[config.mk]
export PLATFORM = sky130hd
export DESIGN_NAME = bd_word_serializer
export DESIGN_NICKNAME = d
export VERILOG_FILES = /design/src/rtl/bd_ser_pkg.sv /design/src/rtl/bd_word_serializer_chunk_select.sv /design/src/rtl/bd_word_serializer.sv
export SDC_FILE = /design/constraint.sdc
export NUM_CORES = 1
export LEC_CHECK = 0
export CAP_MARGIN = 10
export CORE_MARGIN = 2
export CORE_UTILIZATION = 40
export CTS_BUF_LIST = sky130_fd_sc_hd__clkbuf_4
export CTS_CLUSTER_DIAMETER = 60
export DETAILED_ROUTE_END_ITERATION = 7
export PLACE_DENSITY_LB_ADDON = 0.05
export RECOVER_POWER = 100
export SETUP_SLACK_MARGIN = 0.1
export SLEW_MARGIN = 20
export SYNTH_ARGS = -nofsm -noshare
export SYNTH_HDL_FRONTEND = slang
export SYNTH_SLANG_ARGS = --single-unit
[constraint.sdc]
create_clock -name clk -period 3.55 [get_ports clk]
set_input_delay 0.71 -clock clk [delete_from_list [all_inputs] [get_ports clk]]
set_output_delay 0.71 -clock clk [all_outputs]
set_load 0.01 [all_outputs]
[src/rtl/bd_ser_pkg.sv]
// Shared definitions for the BD word serializer.
// This file holds the leaf width table, the chunk-count and mask helpers,
// and the out_code field layout.
// Optional feature macro used by the top: BD_SER_DROP_COUNT_EN.
package bd_ser_pkg;

    // Input word geometry
    localparam int NLeafCode   = 4;
    localparam int NPayloadIn  = 38;

    // Output chunk geometry
    localparam int NPayloadOut = 24;
    localparam int NChunkIdx   = 3;
    localparam int NCode       = NLeafCode + NChunkIdx + 1;

    // Leaf code that is accepted but never forwarded
    localparam logic [NLeafCode-1:0] InvalidLeaf = 4'd15;

    typedef logic [NLeafCode-1:0]   leaf_t;
    typedef logic [NChunkIdx-1:0]   chunk_idx_t;
    typedef logic [NPayloadIn-1:0]  payload_in_t;
    typedef logic [NPayloadOut-1:0] payload_out_t;

    // Field layout of the 8-bit output code, MSB first
    typedef struct packed {
        leaf_t      leaf;
        chunk_idx_t chunk_idx;
        logic       last;
    } out_code_t;

    // Serializer control states
    typedef enum logic {
        IDLE = 1'b0,
        SEND = 1'b1
    } ser_state_t;

    // Meaningful payload width of each leaf; zero marks an unused leaf.
    // The invalid leaf also carries zero because it is never sent.
    localparam int unsigned LEAF_WIDTH [16] = '{
        8,   // leaf 0
        16,  // leaf 1
        20,  // leaf 2
        24,  // leaf 3
        30,  // leaf 4
        38,  // leaf 5
        32,  // leaf 6
        12,  // leaf 7
        0,   // leaf 8
        0,   // leaf 9
        25,  // leaf 10
        0,   // leaf 11
        0,   // leaf 12
        0,   // leaf 13
        0,   // leaf 14
        0    // leaf 15 (invalid)
    };

    // Number of output chunks for a leaf; unused leaves still send one
    // all-zero chunk so the receiver sees every accepted word.
    function automatic chunk_idx_t leaf_nchunks(input leaf_t leaf);
        int unsigned width;
        width = LEAF_WIDTH[leaf];
        if (width == 0) begin
            return chunk_idx_t'(1);
        end
        return chunk_idx_t'((width + NPayloadOut - 1) / NPayloadOut);
    endfunction

    // Bit mask covering the meaningful payload bits of a leaf
    function automatic payload_in_t leaf_mask(input leaf_t leaf);
        int unsigned width;
        width = LEAF_WIDTH[leaf];
        if (width >= NPayloadIn) begin
            return '1;
        end
        return (NPayloadIn'(1) << width) - NPayloadIn'(1);
    endfunction

endpackage

[src/rtl/bd_word_serializer_chunk_select.sv]
// Chunk picker for the BD word serializer.
// Masks the held payload down to the leaf's real width, then selects the
// 24-bit slice addressed by the current chunk index.
module bd_chunk_select
    import bd_ser_pkg::*;
(
    input  logic [NLeafCode-1:0]   leaf_i,
    input  logic [NPayloadIn-1:0]  payload_i,
    input  logic [NChunkIdx-1:0]   chunk_idx_i,
    output logic [NPayloadOut-1:0] chunk_o
);

    // Room for every chunk index the code field can express, so any index
    // past the real data simply reads zeros.
    localparam int NPadBits = NPayloadOut << NChunkIdx;

    logic [NPayloadIn-1:0] maskedPayload;
    logic [NPadBits-1:0]   paddedPayload;

    // Zero the unused upper bits and slice out the addressed chunk
    always_comb begin
        maskedPayload = payload_i & leaf_mask(leaf_i);
        paddedPayload = '0;
        paddedPayload[NPayloadIn-1:0] = maskedPayload;
        chunk_o = paddedPayload[chunk_idx_i * NPayloadOut +: NPayloadOut];
    end

endmodule

[src/rtl/bd_word_serializer.sv]
// BD word serializer: splits one decoded BD word into 24-bit chunks for the
// upstream PC word FIFO, one chunk per output handshake.
// Optional feature: define BD_SER_DROP_COUNT_EN to build the saturating
// counter of dropped invalid-leaf words; otherwise drop_count reads zero.
module bd_word_serializer
    import bd_ser_pkg::*;
(
    input  logic                   clk,
    input  logic                   reset,
    input  logic [NLeafCode-1:0]   in_leaf_code,
    input  logic [NPayloadIn-1:0]  in_payload,
    input  logic                   in_v,
    output logic                   in_a,
    output logic [NCode-1:0]       out_code,
    output logic [NPayloadOut-1:0] out_payload,
    output logic                   out_v,
    input  logic                   out_a,
    output logic [15:0]            drop_count
);

    ser_state_t            state_q, state_d;
    leaf_t                 hold_leaf_q, hold_leaf_d;
    payload_in_t           hold_payload_q, hold_payload_d;
    chunk_idx_t            chunk_idx_q, chunk_idx_d;
    chunk_idx_t            nchunks_q, nchunks_d;

    logic                  lastChunk;
    logic                  inXfer;
    logic                  inLeafValid;
    payload_out_t          chunkData;
    out_code_t             codeWord;

    assign lastChunk   = (chunk_idx_q == (nchunks_q - chunk_idx_t'(1)));
    assign inXfer      = in_v & in_a;
    assign inLeafValid = (in_leaf_code != InvalidLeaf);

    bd_chunk_select u_chunk_select (
        .leaf_i      (hold_leaf_q),
        .payload_i   (hold_payload_q),
        .chunk_idx_i (chunk_idx_q),
        .chunk_o     (chunkData)
    );

    // State register; a reset abandons any partially sent word
    always_ff @(posedge clk) begin
        if (reset) begin
            state_q <= IDLE;
        end else begin
            state_q <= state_d;
        end
    end

    // Hold registers; their content is only looked at while sending
    always_ff @(posedge clk) begin
        hold_leaf_q    <= hold_leaf_d;
        hold_payload_q <= hold_payload_d;
        chunk_idx_q    <= chunk_idx_d;
        nchunks_q      <= nchunks_d;
    end

    // Next-state logic: capture, advance chunk, or hand over to the next word
    always_comb begin
        state_d        = state_q;
        hold_leaf_d    = hold_leaf_q;
        hold_payload_d = hold_payload_q;
        chunk_idx_d    = chunk_idx_q;
        nchunks_d      = nchunks_q;

        case (state_q)
            IDLE: begin
                if (inXfer && inLeafValid) begin
                    hold_leaf_d    = in_leaf_code;
                    hold_payload_d = in_payload;
                    chunk_idx_d    = '0;
                    nchunks_d      = leaf_nchunks(in_leaf_code);
                    state_d        = SEND;
                end
            end
            SEND: begin
                if (out_a) begin
                    if (lastChunk) begin
                        if (inXfer && inLeafValid) begin
                            hold_leaf_d    = in_leaf_code;
                            hold_payload_d = in_payload;
                            chunk_idx_d    = '0;
                            nchunks_d      = leaf_nchunks(in_leaf_code);
                            state_d        = SEND;
                        end else begin
                            state_d = IDLE;
                        end
                    end else begin
                        chunk_idx_d = chunk_idx_q + chunk_idx_t'(1);
                    end
                end
            end
            default: begin
                state_d = IDLE;
            end
        endcase
    end

    // Output logic; in_a never looks at in_v, and idle outputs read as zero
    always_comb begin
        out_v       = 1'b0;
        in_a        = 1'b1;
        out_code    = '0;
        out_payload = '0;
        codeWord    = '{leaf: hold_leaf_q, chunk_idx: chunk_idx_q, last: lastChunk};

        case (state_q)
            IDLE: begin
                out_v = 1'b0;
                in_a  = 1'b1;
            end
            SEND: begin
                out_v       = 1'b1;
                in_a        = out_a & lastChunk;
                out_code    = codeWord;
                out_payload = chunkData;
            end
            default: begin
                out_v = 1'b0;
                in_a  = 1'b1;
            end
        endcase
    end

`ifdef BD_SER_DROP_COUNT_EN
    logic        dropWord;
    logic [15:0] drop_count_q, drop_count_d;

    assign dropWord = inXfer & ~inLeafValid;

    // Saturating count of accepted invalid-leaf words
    always_comb begin
        drop_count_d = drop_count_q;
        if (dropWord && (drop_count_q != 16'hFFFF)) begin
            drop_count_d = drop_count_q + 16'd1;
        end
    end

    // Drop counter register, cleared only by reset
    always_ff @(posedge clk) begin
        if (reset) begin
            drop_count_q <= '0;
        end else begin
            drop_count_q <= drop_count_d;
        end
    end

    assign drop_count = drop_count_q;
`else
    assign drop_count = '0;
`endif

endmodule
==> results of run 1 <==
[worst max-delay path, delay by kind of cell, from the launching register on]
kind,cells,cell delay (ps)
flip-flops,1,430
AO/OA/AOI/OAI,3,410
AND/OR/NAND/NOR,4,860
adder cells (fa/ha/maj),2,370
buffers and inverters,4,560
[cell type report]
type / count / share of cell area
Clock buffer: 5 / 0.00762
Clock inverter: 2 / 0.00229
Inverter: 17 / 0.0130
Multi-Input combinational cell: 246 / 0.383
Sequential cell: 49 / 0.297
Tap cell: 105 / 0.0267
Timing Repair Buffer: 156 / 0.270
[cells by family after synthesis]
family / Yosys count
adder cells (fa/ha/maj): 12
AND/OR/NAND/NOR: 127
AO/OA/AOI/OAI: 85
multiplexers: 1
other: 2
flip-flops: 49
buffers and inverters: 51
XOR/XNOR: 3
[power by group]
group | internal (mW) | switching, mW
combinational | 0.576 | 0.724
clock | 0.0716 | 0.185
sequential | 0.761 | 0.0523
total | 1.41 | 0.962
[layer usage]
layer  track usage  part of all wire
met4         0.104             0.040
met2         0.358              0.46
met3        0.0519             0.078
met5             0                 0
met1         0.326              0.42
[Yosys cell counts, drive strengths merged, types with 5 or more instances]
| master | count |
|---|---|
| edfxtp | 48 |
| o21ai | 10 |
| ha | 12 |
| nand3 | 16 |
| buf | 26 |
| nor3 | 9 |
| nor2 | 12 |
| o211ai | 6 |
| and2 | 15 |
| a21oi | 15 |
| a211oi | 7 |
| a31oi | 5 |
| and3 | 7 |
| nor2b | 7 |
| inv | 16 |
| nand2b | 8 |
| nand4 | 6 |
| nand2 | 25 |
| clkbuf | 8 |
[final timing paths]
path                                        to  slack, ps  cells after the start
hold / removal        chunk_idx_q[2]$_DFFE_PN_        730                      2
hold reg to reg       chunk_idx_q[2]$_DFFE_PN_        730                      2
setup / recovery               out_payload[12]       -180                     13
setup reg to reg  hold_payload_q[30]$_DFFE_PP_        520                      8
[sequential cells by signal, summed over array words and instances (netlist names)]
name            cells
chunk_idx_q         3
nchunks_q           3
state_q             1
hold_leaf_q         4
hold_payload_q     38
[per-stage QoR]
stage	instance area (µm²)	TNS, ps	instances	power, mW
5_1_grt	4920	-2810	580	2.50
6_report	4920	-1130	580	2.37
4_1_cts	4690	-608	567	2.26
3_5_place_dp	4470	-1690	547	1.92
3_3_place_gp	4470	-1620	547	1.92
2_1_floorplan	3400	0	346	1.44
[repair_timing]
item,CTS,global route
setup endpoints to repair,24,21
resized for setup,92,29
cloned,0,0
buffers inserted,13,13
pin swaps,20,23
endpoints found under the hold margin,0,0
==> results.ini, run 1 <==
[status]
status = complete, but fails checks
violations = negative setup slack

[floorplan]
die_width_um = 95.0
die_h_um = 95.0
row_count = 33
pin_count = 96
initial_core_util = 0.407
core_area_um2 = 8130
die_area_um2 = 9020

[routing]
ant_nets = 0
wl_mm = 10.8
via_per_inst = 5.71
via_count = 3312
first_pass_iters = 5
wl_per_cell_um = 18.7
drc_errors = 0
first_iter_violations = 346

[clocking]
clkTransAtPathRegs_ps = 150
cts_tree = done
numCtsBuffers = 5
h-tree-depth = 2
cts_num_sinks = 49
hold_buffers = 0
clock_latency_ps = 370
cts-root-buf = clkbuf_4
cts.path.max_buffers = 2

[finish]
regArea_um2 = 1460
final_util = 0.605
diodes = 0
drive_gt1_frac = 0.312
area_delta_synth_final_pct = 48.7
final_cell_mix = buf_4, edfxtp_1, dlygate4sd3_1
multi_input_area_um2 = 1890
final_common_cell = buf_4
final_nets = 533
fill_cells = 711

[logic_synthesis]
synth-compound-area-share = 0.193
yosys.area_share.simple = 0.219
yosys.area.top_type = edfxtp_1
synth_cell_types = 72
ys_warn_count = 0
synthArstFlopShare = 0
synth_fa_ha_area_frac = 0.0454
synth_top_area_frac = 0.435
syn_area_um2 = 3310
synth-seq-cells = 49
synth_top_family_by_area = simple AND/OR/NAND/NOR gates
synth_cells = 330
post_synth_main_area_contributors = edfxtp_1, ha_1, buf_4
synth_edf_count = 48
synth_area_per_cell_um2 = 10.0
synthMuxAreaShare = 0.00340
synth-seq-area-share = 0.441
synth_xor_area_frac = 0.0125
synth_ff_type = edfxtp_1

[worst_hold_path]
min-delay-start = chunk_idx_q[2]$_DFFE_PN_
hp-class = reg2reg

[critical_path]
crit_slowest_cell = edfxtp_1
endpoint_kind = primary output
crit_start = hold_leaf_q[0]$_DFFE_PP_
criticalPathCategory = reg2out
cpMostUsedCell = ha_4
worstPathCellList = inv_2 > buf_6 > ha_4 > nor2_1 > a211oi_2 > nand2_2 > ha_4 > nand4b_1 > buf_4 > a32oi_1 > or3b_4 > a41oi_2 > buf_2
slowest_delay_ps = 430
r2r-start = nchunks_q[0]$_SDFFCE_PN1P_
cp_max_fo = 6
cp-start-kind = flip-flop
cp.arrival_ps = 3020
required_ps = 2840

[sta]
hold_violations = 0
fin_ws_ps = -178
grt_setup_unrepaired = true
fin_worst_skew_ps = 14.5
slew_headroom = 0.361
fin_crit_sh = 1.05
drv_slew = 0
fmax_mhz = 268
whs_ps = 733
worstMarginPinSlew_ps = 958
setup_viol = 11
min_period_ps = 3730

[job]
maxCapViolCount = 0

[place]
place_ws_ps = -271
routabilityCongestion = 0.954
dp_hpwl_mm = 7.76
io_buffers = 79

[power]
power_density_nw_per_um2 = 481
ir_drop_uv = 219
p_leak_nw = 2.05

[grt]
grt_pass1_vias = 3029
grt_antenna_before_repair = 0
grt_pass1_wl_mm = 16.0
grt_max_degree = 29
track_usage = 0.237
globalRouteOverflowTotal = 0

Note: power is estimated with default switching activity, not from simulation.
==> inputs of run 2 (changes only) <==
--- a/config.mk
+++ b/config.mk
@@ -7,2 +7,3 @@
 export LEC_CHECK = 0
+export ABC_CLOCK_PERIOD_IN_PS = 3550
 export CAP_MARGIN = 10
--- a/constraint.sdc
+++ b/constraint.sdc
@@ -3,2 +3,2 @@
 set_output_delay 0.71 -clock clk [all_outputs]
-set_load 0.01 [all_outputs]
+set_load 0.05 [all_outputs]
==> results.ini, run 2 (synthesis results as in run 1) <==
[grt]
top_usage_layer = met2
grt_max_degree = 27
globalRouteOverflowTotal = 0
met3_usage = 0.0519
grtUsageMet1 = 0.305
grt_pass1_vias = 2987
track_usage = 0.231
grt_pass1_wl_mm = 15.7
use_met2 = 0.376
grt_antenna_before_repair = 0

[finish]
regArea_um2 = 1460
area_delta_synth_final_pct = 59.5
final_common_cell = buf_4
final_cell_mix = buf_4, dlygate4sd3_1, edfxtp_1
diodes = 0
fill_cells = 629
regMostFlops = hold_payload_q
multi_input_area_um2 = 2010
final_util = 0.649
largest_reg_flops = 38
final_nets = 522
final_area_um2 = 5280
drive_gt1_frac = 0.355
reg_top3 = hold_payload_q: 38 flops, hold_leaf_q: 4 flops

[clocking]
clkTransAtPathRegs_ps = 150
cts-root-buf = clkbuf_4
clock_latency_ps = 380
numCtsBuffers = 5
h-tree-depth = 2
cts.path.max_buffers = 2
cts_num_sinks = 49
hold_buffers = 0
cts_tree = done

[place]
io_buffers = 79
dp_hpwl_mm = 7.43
place_ws_ps = 77.9
dpl_cell_area_um2 = 4580
routabilityCongestion = 0.944

[floorplan]
pin_count = 96
core_area_um2 = 8130
die_width_um = 95.0
die_area_um2 = 9020
die_h_um = 95.0
initial_core_util = 0.407
row_count = 33

[sta]
min_period_ps = 3820
fin_worst_skew_ps = 19.4
fmax_mhz = 262
grt_setup_unrepaired = true
drv_slew = 0
fin_ws_ps = -271
hold_violations = 0
whs_ps = 711
worstMarginPinSlew_ps = 667
fin_crit_sh = 1.08
slew_headroom = 0.555
setup_viol = 15

[critical_path]
cp-start-kind = flip-flop
required_ps = 2840
rr_worst_depth = 7
cp_max_fo = 10
cp.arrival_ps = 3110
r2r-start = nchunks_q[0]$_SDFFCE_PN1P_
endpoint_kind = primary output
rrSetupSlack_ps = 440
crit_end = out_payload[12]
criticalPathCategory = reg2out
regToRegEndpoint = hold_payload_q[13]$_DFFE_PP_
crit_start = hold_leaf_q[1]$_DFFE_PP_

[job]
maxCapViolCount = 0

[status]
violations = negative setup slack
status = complete, but fails checks

[routing]
via_per_inst = 5.62
wl_mm = 10.7
ant_nets = 0
first_iter_violations = 279
via_count = 3203
wl_per_cell_um = 18.7
drc_errors = 0
first_pass_iters = 4

[power]
intPower_mw = 1.62
ir_drop_uv = 207
power.switching_fraction = 0.424
clkPwrFrac = 0.144
p_comb_frac = 0.567
share_seq_of_total_power = 0.290
power_density_nw_per_um2 = 532
p_sw_mw = 1.19
p_leak_nw = 2.06

[worst_hold_path]
hp-class = reg2reg

==> run 2: cell count changes in the layout (fill, tap and decap cells not counted), moves of 4 or more <==
| cell | change |
|---|---|
| buf_4 | -11 |
| buf_12 | +17 |
| dlygate4sd3_1 | +4 |
| dlygate4sd2_1 | -9 |
| buf_2 | -12 |
| buf_6 | +5 |
| clkdlybuf4s50_1 | -6 |
==> run 2: how the worst min path moves through the flow <==
stage	from	endpoint	slack [ps]	cells after the start
floorplan	chunk_idx_q[2]$_DFFE_PN_	chunk_idx_q[2]$_DFFE_PN_	610	2
CTS	chunk_idx_q[2]$_DFFE_PN_	chunk_idx_q[2]$_DFFE_PN_	710	2
finish	chunk_idx_q[2]$_DFFE_PN_	chunk_idx_q[2]$_DFFE_PN_	710	2
global placement	chunk_idx_q[2]$_DFFE_PN_	chunk_idx_q[2]$_DFFE_PN_	650	2
detailed placement	chunk_idx_q[2]$_DFFE_PN_	chunk_idx_q[2]$_DFFE_PN_	680	2
global route	chunk_idx_q[2]$_DFFE_PN_	chunk_idx_q[2]$_DFFE_PN_	760	1
==> run 2: cell type report <==
cell class,count,share of cell area
clock inverter,3,0.0123
inverter,17,0.0126
clock buffer,5,0.00711
multi-input combinational,246,0.381
sequential,49,0.277
tap,105,0.0249
timing repair buffer,145,0.286
==> run 2: routing by layer <==
layer,routed length (µm),share of wire
met5,0,0
met3,926,0.087
met2,5020,0.47
met4,337,0.032
met1,4370,0.41
==> run 2: worst max-delay path, stage by stage (launching register included) <==
cell and delay, ps:
edfxtp_1 450, buf_4 140, buf_6 160, ha_4 170
nand2_1 90, a211oi_2 360, nand2_2 130, ha_4 200
nor4_1 310, o311ai_1 150, buf_4 160, a41oi_2 210
buf_6 200
==> run 2: what timing repair did <==
item                                    in CTS  in global routing
endpoints found under the setup margin      16                 21
pin swaps                                   25                 30
buffers inserted                            11                 19
resized for setup                           34                 51
==> run 2: power groups by stage <==
stage / logic (mW) / clock network (mW) / registers [mW]
after floorplan: 0.841 / 0 / 0.816
after global placement: 1.32 / 0 / 0.821
after detailed placement: 1.32 / 0 / 0.825
after CTS: 1.42 / 0.412 / 0.811
after global routing: 1.69 / 0.436 / 0.827
final: 1.59 / 0.403 / 0.814
==> run 2: through the flow <==
step | power (mW) | TNS (ps) | instances
2_1_floorplan | 1.66 | 0 | 346
3_3_place_gp | 2.14 | 0 | 532
3_5_place_dp | 2.15 | 0 | 532
4_1_cts | 2.65 | -1570 | 551
5_1_grt | 2.96 | -5360 | 570
6_report | 2.81 | -2750 | 570
==> inputs of run 3 (changes only) <==
Settings changed: CAP_MARGIN 10 to 20, SLEW_MARGIN 20 to unset.
==> results of run 3 <==
Final layout, timing and power as in run 2 (identical DEF).
==> RTL change 1: new RTL, flow settings as in run 1 <==
`NPayloadOut`: 24 -> 48.
--- a/src/rtl/bd_ser_pkg.sv
+++ b/src/rtl/bd_ser_pkg.sv
@@ -9,7 +9,7 @@
     localparam int NPayloadIn  = 38;
 
     // Output chunk geometry
-    localparam int NPayloadOut = 24;
+    localparam int NPayloadOut = 48;
     localparam int NChunkIdx   = 3;
     localparam int NCode       = NLeafCode + NChunkIdx + 1;
 
Ports: changed (resized out_payload); port bits go from 96 to 120. No check against the original RTL was run, so the function may have changed too.
==> RTL change 1 against run 1 <==
  * Sequential share of layout area down 1.8 points
  * Total power down 19%
  * Setup slack better by 260 ps
  * Final cell count up 3.3%
  * Design area up 4.1%
  * Critical path type unchanged
  * Core utilization up 2.2 points
  * Area after synthesis up 1.9%
  * First-iteration DRC count down 40%
  * Highest routed layer unchanged
  * Routed wire length down 13%
  * Sequential cell count down 1
  * Clock power up 31%
  * Via count down 5.8%
  * Global-route usage down 3.9 points
==> RTL change 1: results <==
outcome:
  outcome: "finished clean"
cells_and_area:
  fin_util_pct: 62.7
  top_regs: "hold_payload_q x38, hold_leaf_q x4, chunk_idx_q x3"
  fillers: 660
  nets: 554
setup_path:
  cp.arrival_ps: 2760
  critPathCapture: "out_payload[33]"
  cp_max_fo: 5
  crit_start: "hold_leaf_q[1]"
  r2r_end: "hold_payload_q[15]"
  rr_worst_depth: 7
pwr:
  vdd_drop_max_mv: 0.205
  power.density_nw_per_um2: 374
  leakagePower_nw: 2.22
logic_synthesis:
  syn_area_per_cell_um2: 9.98
  synthTopCellsByArea: "edfxtp_1 42%, buf_4 5.8%, ha_1 5.6%"
  ys_types: 66
clock_tree:
  clkTransAtPathRegs_ps: 130
  post_cts_buffers: 15
  cts_repair_resize_count: 138
global_routing:
  met1_usage_pct: 28.1
  met2_usage_pct: 31.7
  grt_pass1_wl_um: 14200
  grt_max_degree: 28
  use_met3_pct: 3.76
detailed_routing:
  wl_um: 9480
placed_design:
  pre_cts_slack_ps: -27.8
  routabilityCongestion: 0.858
  io_buffers: 93
  detailed_place_hpwl_um: 6620
  placed_area_um2: 4570
timing:
  clock_skew_ps: 5.73
  setup_ws_ps: 81.0
  fin_tns_setup_ps: 0
==> RTL change 1: cell count changes in the layout (fill, tap and decap cells not counted), sizes merged, moves of 5 or more <==
cell,run 1,this run
conb,18,27
clkbuf,8,13
and3,7,13
a31oi,5,10
dlygate4sd2,9,3
a211oi,7,2
==> RTL change 1: routing by layer <==
metal,up-vias,share of wire (%)
met4,0,0.72
met5,-,0
li1,1511,-
met2,108,48
met3,5,5.6
met1,1495,45
==> RTL change 1: worst min-delay path by stage <==
stage / to / slack [ps]
2_1_floorplan: chunk_idx_q[2] / 610
3_3_place_gp: chunk_idx_q[2] / 670
3_5_place_dp: chunk_idx_q[2] / 680
4_1_cts: state_q / 730
5_1_grt: chunk_idx_q[2] / 820
6_report: chunk_idx_q[2] / 750
==> RTL change 1: cell families (layout without fill, tap and decap cells) <==
family	Yosys count	after routing	share of synthesized area [%]
AO/OA/AOI/OAI	76	76	17.1
flip-flops	48	48	42.4
XOR/XNOR	3	3	0.779
other	2	27	0.223
multiplexers	2	2	0.594
adder cells (fa/ha/maj)	15	15	5.57
AND/OR/NAND/NOR	130	131	22.5
buffers and inverters	62	192	10.8
==> RTL change 1: critical path, stage by stage, from the launching register on <==
cell,delay (ps)
edfxtp_1,440
buf_4,160
buf_6,110
ha_4,150
buf_6,120
and3_4,190
o21a_1,180
o211ai_1,250
buf_4,170
buf_4,90
and4_4,240
and3_4,180
buf_6,100
==> RTL change 1: layout make-up <==
cell class                 instances  share of cell area, %
inverter                          20                   1.46
multi-input combinational        254                   39.6
clock inverter                     2                  0.683
clock buffer                       6                  0.878
tap                              105                   2.56
timing repair buffer             164                   26.9
sequential                        48                   27.9
==> RTL change 2: new RTL, settings of run 1 <==
Made on the original files. Add an input register stage for `in_leaf_code`, `in_payload`, `in_v` and `out_a`, cleared by the reset; this delays them by one clock.
--- a/src/rtl/bd_word_serializer.sv
+++ b/src/rtl/bd_word_serializer.sv
@@ -18,6 +18,25 @@
     output logic [15:0]            drop_count
 );
 
+    logic [NLeafCode-1:0] in_leaf_code_q;
+    logic [NPayloadIn-1:0] in_payload_q;
+    logic in_v_q;
+    logic out_a_q;
+
+    always_ff @(posedge clk) begin
+        if (reset) begin
+            in_leaf_code_q <= '0;
+            in_payload_q   <= '0;
+            in_v_q         <= '0;
+            out_a_q        <= '0;
+        end else begin
+            in_leaf_code_q <= in_leaf_code;
+            in_payload_q   <= in_payload;
+            in_v_q         <= in_v;
+            out_a_q        <= out_a;
+        end
+    end
+
     ser_state_t            state_q, state_d;
     leaf_t                 hold_leaf_q, hold_leaf_d;
     payload_in_t           hold_payload_q, hold_payload_d;
@@ -31,8 +50,8 @@
     out_code_t             codeWord;
 
     assign lastChunk   = (chunk_idx_q == (nchunks_q - chunk_idx_t'(1)));
-    assign inXfer      = in_v & in_a;
-    assign inLeafValid = (in_leaf_code != InvalidLeaf);
+    assign inXfer      = in_v_q & in_a;
+    assign inLeafValid = (in_leaf_code_q != InvalidLeaf);
 
     bd_chunk_select u_chunk_select (
         .leaf_i      (hold_leaf_q),
@@ -69,21 +88,21 @@
         case (state_q)
             IDLE: begin
                 if (inXfer && inLeafValid) begin
-                    hold_leaf_d    = in_leaf_code;
-                    hold_payload_d = in_payload;
+                    hold_leaf_d    = in_leaf_code_q;
+                    hold_payload_d = in_payload_q;
                     chunk_idx_d    = '0;
-                    nchunks_d      = leaf_nchunks(in_leaf_code);
+                    nchunks_d      = leaf_nchunks(in_leaf_code_q);
                     state_d        = SEND;
                 end
             end
             SEND: begin
-                if (out_a) begin
+                if (out_a_q) begin
                     if (lastChunk) begin
                         if (inXfer && inLeafValid) begin
-                            hold_leaf_d    = in_leaf_code;
-                            hold_payload_d = in_payload;
+                            hold_leaf_d    = in_leaf_code_q;
+                            hold_payload_d = in_payload_q;
                             chunk_idx_d    = '0;
-                            nchunks_d      = leaf_nchunks(in_leaf_code);
+                            nchunks_d      = leaf_nchunks(in_leaf_code_q);
                             state_d        = SEND;
                         end else begin
                             state_d = IDLE;
@@ -114,7 +133,7 @@
             end
             SEND: begin
                 out_v       = 1'b1;
-                in_a        = out_a & lastChunk;
+                in_a        = out_a_q & lastChunk;
                 out_code    = codeWord;
                 out_payload = chunkData;
             end
Formal check against the unedited RTL: not equivalent (a bounded check fails within 4 cycles, from zero or initial values and one cycle with reset high).
==> RTL change 2 against run 1 <==
  * The run ends with capacitance limit, slew limit, setup timing left
  * Setup slack worse by 73 ps
  * Non-clock buffer count increased by 1
  * First-iteration DRC count down 75%
  * Design area up 23%
  * Routed wire length rose by 5.8%
  * Global-route usage decreased by 3.3 points
  * Area after synthesis is 30% higher
  * Sequential cell count up 44
  * Critical path depth is 2 higher
  * Total power up 16%
  * Critical endpoint is now out_payload[10]
  * Largest cell class is now registers
  * Largest power group is now registers
  * Highest routed layer unchanged
==> RTL change 2: results <==
cells_and_area:
  top_regs: "hold_payload_q x38, in_payload_q x38"
  finalNonFillerCells: 693
  drive_above_1_share_pct: 30.9
detailed_routing:
  routedWlPerCell_um: 16.6
  wl_met2_um: 5530
  vias_per_cell: 4.87
  dr.pass1.iters: 4
  wl_met1_um: 5200
min_path:
  min_from: "in_payload_q[19]"
  hold_depth: 0
outcome:
  outcome: "finished, violations left"
  failed_checks: "capacitance limit, slew limit, setup timing"
pwr:
  vdd_drop_max_mv: 0.246
  leakagePower_nw: 2.44
timing:
  fin_tns_setup_ps: -2520
  slew_viol_final: 46
  setup_viol: 16
  clock_skew_ps: 18.1
  slew_headroom_pct: -30.9
  setup_ws_ps: -252
clock_tree:
  clk_latency_ps: 450
  h-tree-depth: 3
  cts_buffers: 9
logic_synthesis:
  synthAdderAreaFrac_pct: 3.50
  synthTopCellsByArea: "edfxtp_1 34%, dfxtp_1 21%, nor2b_1 6.8%"
global_routing:
  use_met3_pct: 4.00
  met1_usage_pct: 26.7
  grt_pass1_wl_um: 17700
setup_path:
  r2r_end: "hold_payload_q[11]"
  critPathCapture: "out_payload[10]"
flow_run:
  maxCapViolations: 1
placed_design:
  routabilityCongestion: 0.935
  pre_cts_slack_ps: -225
## RTL change 2: cell types whose count changed in the layout (fill, tap and decap cells not counted), moves of 41 or more
| cell | delta |
|---|---|
| dfxtp_1 | +44 |
| dlygate4sd3_1 | -41 |
| clkdlybuf4s50_1 | +44 |
| nor2b_1 | +43 |
## RTL change 2: repair_timing
item	in CTS	in global routing
hold endpoints to repair	0	0
endpoints found under the setup margin	24	24
gates cloned	1	0
setup buffers	26	10
pin swaps	26	22
gates resized for setup	126	35
## RTL change 2: where the power goes
group | switching (mW) | total [mW] | internal, mW
Clock | 0.369 | 0.524 | 0.155
Sequential | 0.0491 | 1.29 | 1.24
Combinational | 0.492 | 0.923 | 0.431
Total | 0.910 | 2.74 | 1.83
## RTL change 2: worst max-delay path, cell delays in order, from the launching register on
cell and delay (ps):
edfxtp_1 450, buf_6 160, ha_4 150, a21bo_4 220, a21oi_4 170, nor3_4 60
inv_2 90, ha_4 150, inv_4 40, a31oi_4 260, nand4_4 140, buf_6 150
xor2_1 150, o22ai_1 120, nor3_2 170, buf_2 150
## RTL change 2: worst min-delay path by stage
stage	to
6_report	hold_payload_q[19]
4_1_cts	hold_payload_q[19]
3_3_place_gp	hold_payload_q[15]
2_1_floorplan	hold_payload_q[0]
3_5_place_dp	hold_payload_q[0]
5_1_grt	hold_payload_q[0]
## RTL change 2: kinds of logic after synthesis
kind of cell | after synthesis
xor+xnor | 8
fa+ha+maj | 12
compound gates | 64
buf+inv | 44
mux | 1
simple gates | 173
flops | 93
other cells | 2
## RTL change 2: layout make-up
type	count	area, um^2
inverters	15	58.8
clock buffers	9	67.6
fillers	931	4290
multi-input cells	276	2040
well taps	136	170
repair buffers	157	1350
flip-flops and latches	93	2340
clock inverters	7	58.8
